### config.mk
export PLATFORM = sky130hd
export DESIGN_NAME = reg_bank
export DESIGN_NICKNAME = d
export VERILOG_FILES = /design/src/rtl/reg_bank.sv
export SDC_FILE = /design/constraint.sdc
export NUM_CORES = 2
export LEC_CHECK = 0
export CAP_MARGIN = 20
export CORE_ASPECT_RATIO = 2
export CORE_MARGIN = 5
export CORE_UTILIZATION = 30
export DETAILED_ROUTE_END_ITERATION = 8
export SYNTH_ARGS = -nofsm -noshare
export SYNTH_HDL_FRONTEND = slang
export SYNTH_SLANG_ARGS = --single-unit
### constraint.sdc
create_clock -name clk -period 55.4 [get_ports clk]
set_clock_uncertainty 0.05 [all_clocks]
set_input_delay 11.08 -clock clk [delete_from_list [all_inputs] [get_ports clk]]
set_output_delay 11.08 -clock clk [all_outputs]
set_load 0.05 [all_outputs]
### src/rtl/reg_bank.sv
// Register file with a registered operand-fetch stage feeding the diff unit.
// Reads bypass same-cycle write-back; the held pair is frozen while stalled.
module reg_bank #(
  parameter int DATA_W = 32,
  parameter int NREG   = 32
) (
  input  logic              clk,
  input  logic              rst,
  input  logic              wr_en,
  input  logic [4:0]        wr_addr,
  input  logic [DATA_W-1:0] wr_data,
  input  logic              in_valid,
  output logic              in_ready,
  input  logic [4:0]        rs,
  input  logic [4:0]        rt,
  output logic              out_valid,
  input  logic              out_ready,
  output logic [DATA_W-1:0] inreg1,
  output logic [DATA_W-1:0] inreg2
);

  localparam int AW = (NREG > 1) ? $clog2(NREG) : 1;

  logic [DATA_W-1:0] r_regs [NREG];
  logic              r_out_valid;
  logic [DATA_W-1:0] r_inreg1;
  logic [DATA_W-1:0] r_inreg2;

  logic              w_accept;
  logic              w_wr_hit;
  logic [DATA_W-1:0] w_rs_val;
  logic [DATA_W-1:0] w_rt_val;

  assign in_ready  = !r_out_valid || out_ready;
  assign w_accept  = in_valid && in_ready;
  assign w_wr_hit  = wr_en && (wr_addr != 5'd0) && (int'(wr_addr) < NREG);
  assign out_valid = r_out_valid;
  assign inreg1    = r_inreg1;
  assign inreg2    = r_inreg2;

  // Index 0 and out-of-range indices read as zero; a live write to the
  // same index wins over the stored value.
  always_comb begin
    w_rs_val = '0;
    if (rs != 5'd0 && int'(rs) < NREG) begin
      if (wr_en && wr_addr == rs) w_rs_val = wr_data;
      else                        w_rs_val = r_regs[rs[AW-1:0]];
    end
  end

  always_comb begin
    w_rt_val = '0;
    if (rt != 5'd0 && int'(rt) < NREG) begin
      if (wr_en && wr_addr == rt) w_rt_val = wr_data;
      else                        w_rt_val = r_regs[rt[AW-1:0]];
    end
  end

  always_ff @(posedge clk or posedge rst) begin
    if (rst) begin
      for (int i = 0; i < NREG; i++) r_regs[i] <= '0;
    end else if (w_wr_hit) begin
      r_regs[wr_addr[AW-1:0]] <= wr_data;
    end
  end

  // Operands are captured only on acceptance, so later writes never
  // disturb a pair waiting on the diff unit.
  always_ff @(posedge clk or posedge rst) begin
    if (rst) begin
      r_out_valid <= 1'b0;
      r_inreg1    <= '0;
      r_inreg2    <= '0;
    end else if (w_accept) begin
      r_out_valid <= 1'b1;
      r_inreg1    <= w_rs_val;
      r_inreg2    <= w_rt_val;
    end else if (out_ready) begin
      r_out_valid <= 1'b0;
    end
  end

endmodule

==> impl_metrics.csv <==
group,metric,value,unit
synth,synth-async-reset-ratio,100.0,%
floorplan,die_y,625.6,µm
global_routing,gr-total-overflow,0,
power,power.density,36.18,nW/µm²
min_path,hp-class,"reg -> reg",
status,status,"completed",
routing,wl,185200,µm
worst_setup_path,path_max_fanout,4,
timing,rsz0062_at_grt,"false",
worst_setup_path,cp_cell_sequence,"clkdlybuf4s50_1, nor2b_1, inv_1, clkdlybuf4s50_1",
clocking,cts.path.max_buffers,3,
routing,firstDrtPassIters,5,
synth,ys_seq_area_share,47.95,%
synth,netlist_top_cells_area,"dfrtp_1, mux2_2, mux4_2",
synth,synth_area,56840,µm²
cells_and_area,fin_util,34.12,%
worst_setup_path,required,44.27,ns
synth,ys_ff_latch,1089,
floorplan,die_area,198800,µm²
synth,synth_edf_count,0,
worst_setup_path,slowest_delay,0.74,ns
power,power_leakage,27.00,nW
routing,drt.antenna.violating_nets,0,
synth,synthDistinctLibCells,43,
synth,syn_inst,3826,
timing,drv_slew,0,
synth,syn_nets,3878,
clocking,numCtsBuffers,114,
floorplan,initial_core_util,30.09,%
run,cap_violations,0,
global_routing,grt_start_max_net_pins,201,
cells_and_area,drive_gt1_share,47.32,%
routing,avgViaCountPerCell,5.811,
timing,setup_viol_count_final,0,
cells_and_area,mostFrequentLayoutCell,"dfrtp_1",
floorplan,core,188900,µm²
routing,drtIter0Drc,3404,
floorplan,num_rows,226,
global_routing,grt_pass1_vias,38420,
global_routing,grtUsageTotal,18.07,%
timing,worst_slew_margin_rel,19.72,%
timing,tns,0,ns
synth,avgSynthCellArea,14.86,µm²
cells_and_area,layout_common_cells,"dfrtp_1, mux2_2, mux4_2, mux2i_1, clkbuf_16",
clocking,cts_resized,0,
clocking,cts_tree,"done",
clocking,postCtsSetupBuffers,0,
global_routing,antenna_found_initial,14,
clocking,cts_root_buffer,"clkbuf_16",
synth,yosysWarnings,0,
routing,route.vias.total,36820,
worst_setup_path,worstSetupPathType,"in -> out",
synth,synthFlopType,"dfrtp_1",
cells_and_area,syn2layout_area_growth,13.40,%
timing,final.min_clock_period,23.92,ns
global_routing,grt_pass1_wl,271300,µm
power,max-vdd-ir-drop,0.00002662,V
timing,worstMarginPinSlew,1.204,ns
worst_setup_path,critPathMostFrequentCell,"clkdlybuf4s50_1",
timing,hold_violations,0,
routing,route.detailed.drc,0,
clocking,clkLatencyLatePin,0.73,ns
clocking,cts-hold-fix-buffers,0,
worst_setup_path,cp.arrival,12.79,ns
clocking,clk_pin_slew,0.06,ns
worst_setup_path,end_kind,"output pin",
floorplan,io_pins,118,
worst_setup_path,start_kind,"input pin",
place,dp.final_hpwl,106200,µm
clocking,cts.sinks,1089,
place,gp_congestion,0.8040,
cells_and_area,nNetsFinal,3788,
routing,post_drt_wl_per_cell,29.22,µm
place,io_buffer_count,117,
timing,fmax,41.80,MHz
worst_setup_path,critPathSlowestCell,"clkdlybuf4s50_1",
clocking,h-tree-depth,3,
timing,post-route-period-util,43.18,%
synth,synth_top_area_share,47.95,%
floorplan,die_x,317.8,µm
synth,yosysTopAreaCell,"dfrtp_1",
## state kept, by name, summed over array words and instances, names as in the netlist
signal and flops:
r_regs 1024, inreg2 32, out_valid 1, inreg1 32
## power breakdown
part           internal (mW)  switching (mW)  leakage [nW]
Combinational          0.278           0.222          11.2
Sequential             0.948           0.114          14.0
Clock                  0.442           0.328          1.83
Total                   1.67           0.664          27.0
## cells by family (layout without fill, tap and decap cells)
family / Yosys count / in the layout / synth area share, %
muxes: 1633 / 1633 / 40.80
DFF: 1089 / 1089 / 47.95
AOI/OAI and AO/OA: 454 / 454 / 5.904
buffers and inverters: 447 / 446 / 3.412
and+or+nand+nor: 193 / 193 / 1.781
xor gates and xnor gates: 10 / 10 / 0.1541
other: 0 / 4 / 0
## worst max-delay path, delay by kind of cell
family        cells  cell delay, ns
simple gates      1            0.36
buf+inv           3            1.34
## metrics by stage
step	power, mW	worst slack (ns)	instances	area [µm²]	hold slack [ns]
2_1_floorplan	1.423	13.61	3826	56840	0.3913
6_report	2.332	31.48	6337	64450	0.3463
3_5_place_dp	1.567	31.46	6111	60320	0.3340
4_1_cts	2.339	31.46	6316	64020	0.3475
5_1_grt	2.426	31.42	6333	64440	0.3582
3_3_place_gp	1.534	31.48	6109	60270	0.3263
## path summary, 6_finish.rpt
path / from / endpoint / slack [ns] / cells after the start
min in group asynchronous: rst / inreg1[31]$_DFFE_PP0P_ / 10.88 / 2
max in group asynchronous: rst / r_regs[783]$_DFFE_PP0P_ / 40.75 / 7
min reg2reg: r_regs[994]$_DFFE_PP0P_ / r_regs[994]$_DFFE_PP0P_ / 0.35 / 0
min: r_regs[994]$_DFFE_PP0P_ / r_regs[994]$_DFFE_PP0P_ / 0.35 / 0
max reg2reg: out_valid$_DFFE_PP0P_ / inreg1[15]$_DFFE_PP0P_ / 52.23 / 6
max: out_ready / in_ready / 31.48 / 4
## cells in the mapped netlist (21+ instances only)
library cell     n
mux2_2         992
nor4_1          34
dfrtp_1       1089
o22ai_1         64
clkbuf_1       246
a221o_1         32
a221oi_1        64
nand2_1         81
o211ai_1        46
a22oi_1         33
o21ai_0         32
buf_2          104
a22o_1          63
a21oi_1         93
mux2i_1        193
buf_4           21
or4_1           31
mux4_2         448
buf_1           63
## metal layers
layer / routed length, µm / global-route usage (%) / up-vias
li1: - / - / 14760
met1: 74940 / 23.64 / 20110
met2: 89560 / 30.03 / 1545
met3: 13790 / 3.846 / 395
met4: 6787 / 6.074 / 14
met5: 82 / 0 / -
## area by class of cell
type                            instances  area, µm²
Antenna cell                            4      10.01
Clock buffer                          166       3332
Clock inverter                         39      362.8
Fill cell                           18260     124400
Inverter                                6      33.78
Multi-Input combinational cell       2290      27860
Sequential cell                      1089      27250
Tap cell                             2508       3138
Timing Repair Buffer                  235       2470
(Power assumes the default switching activity.)
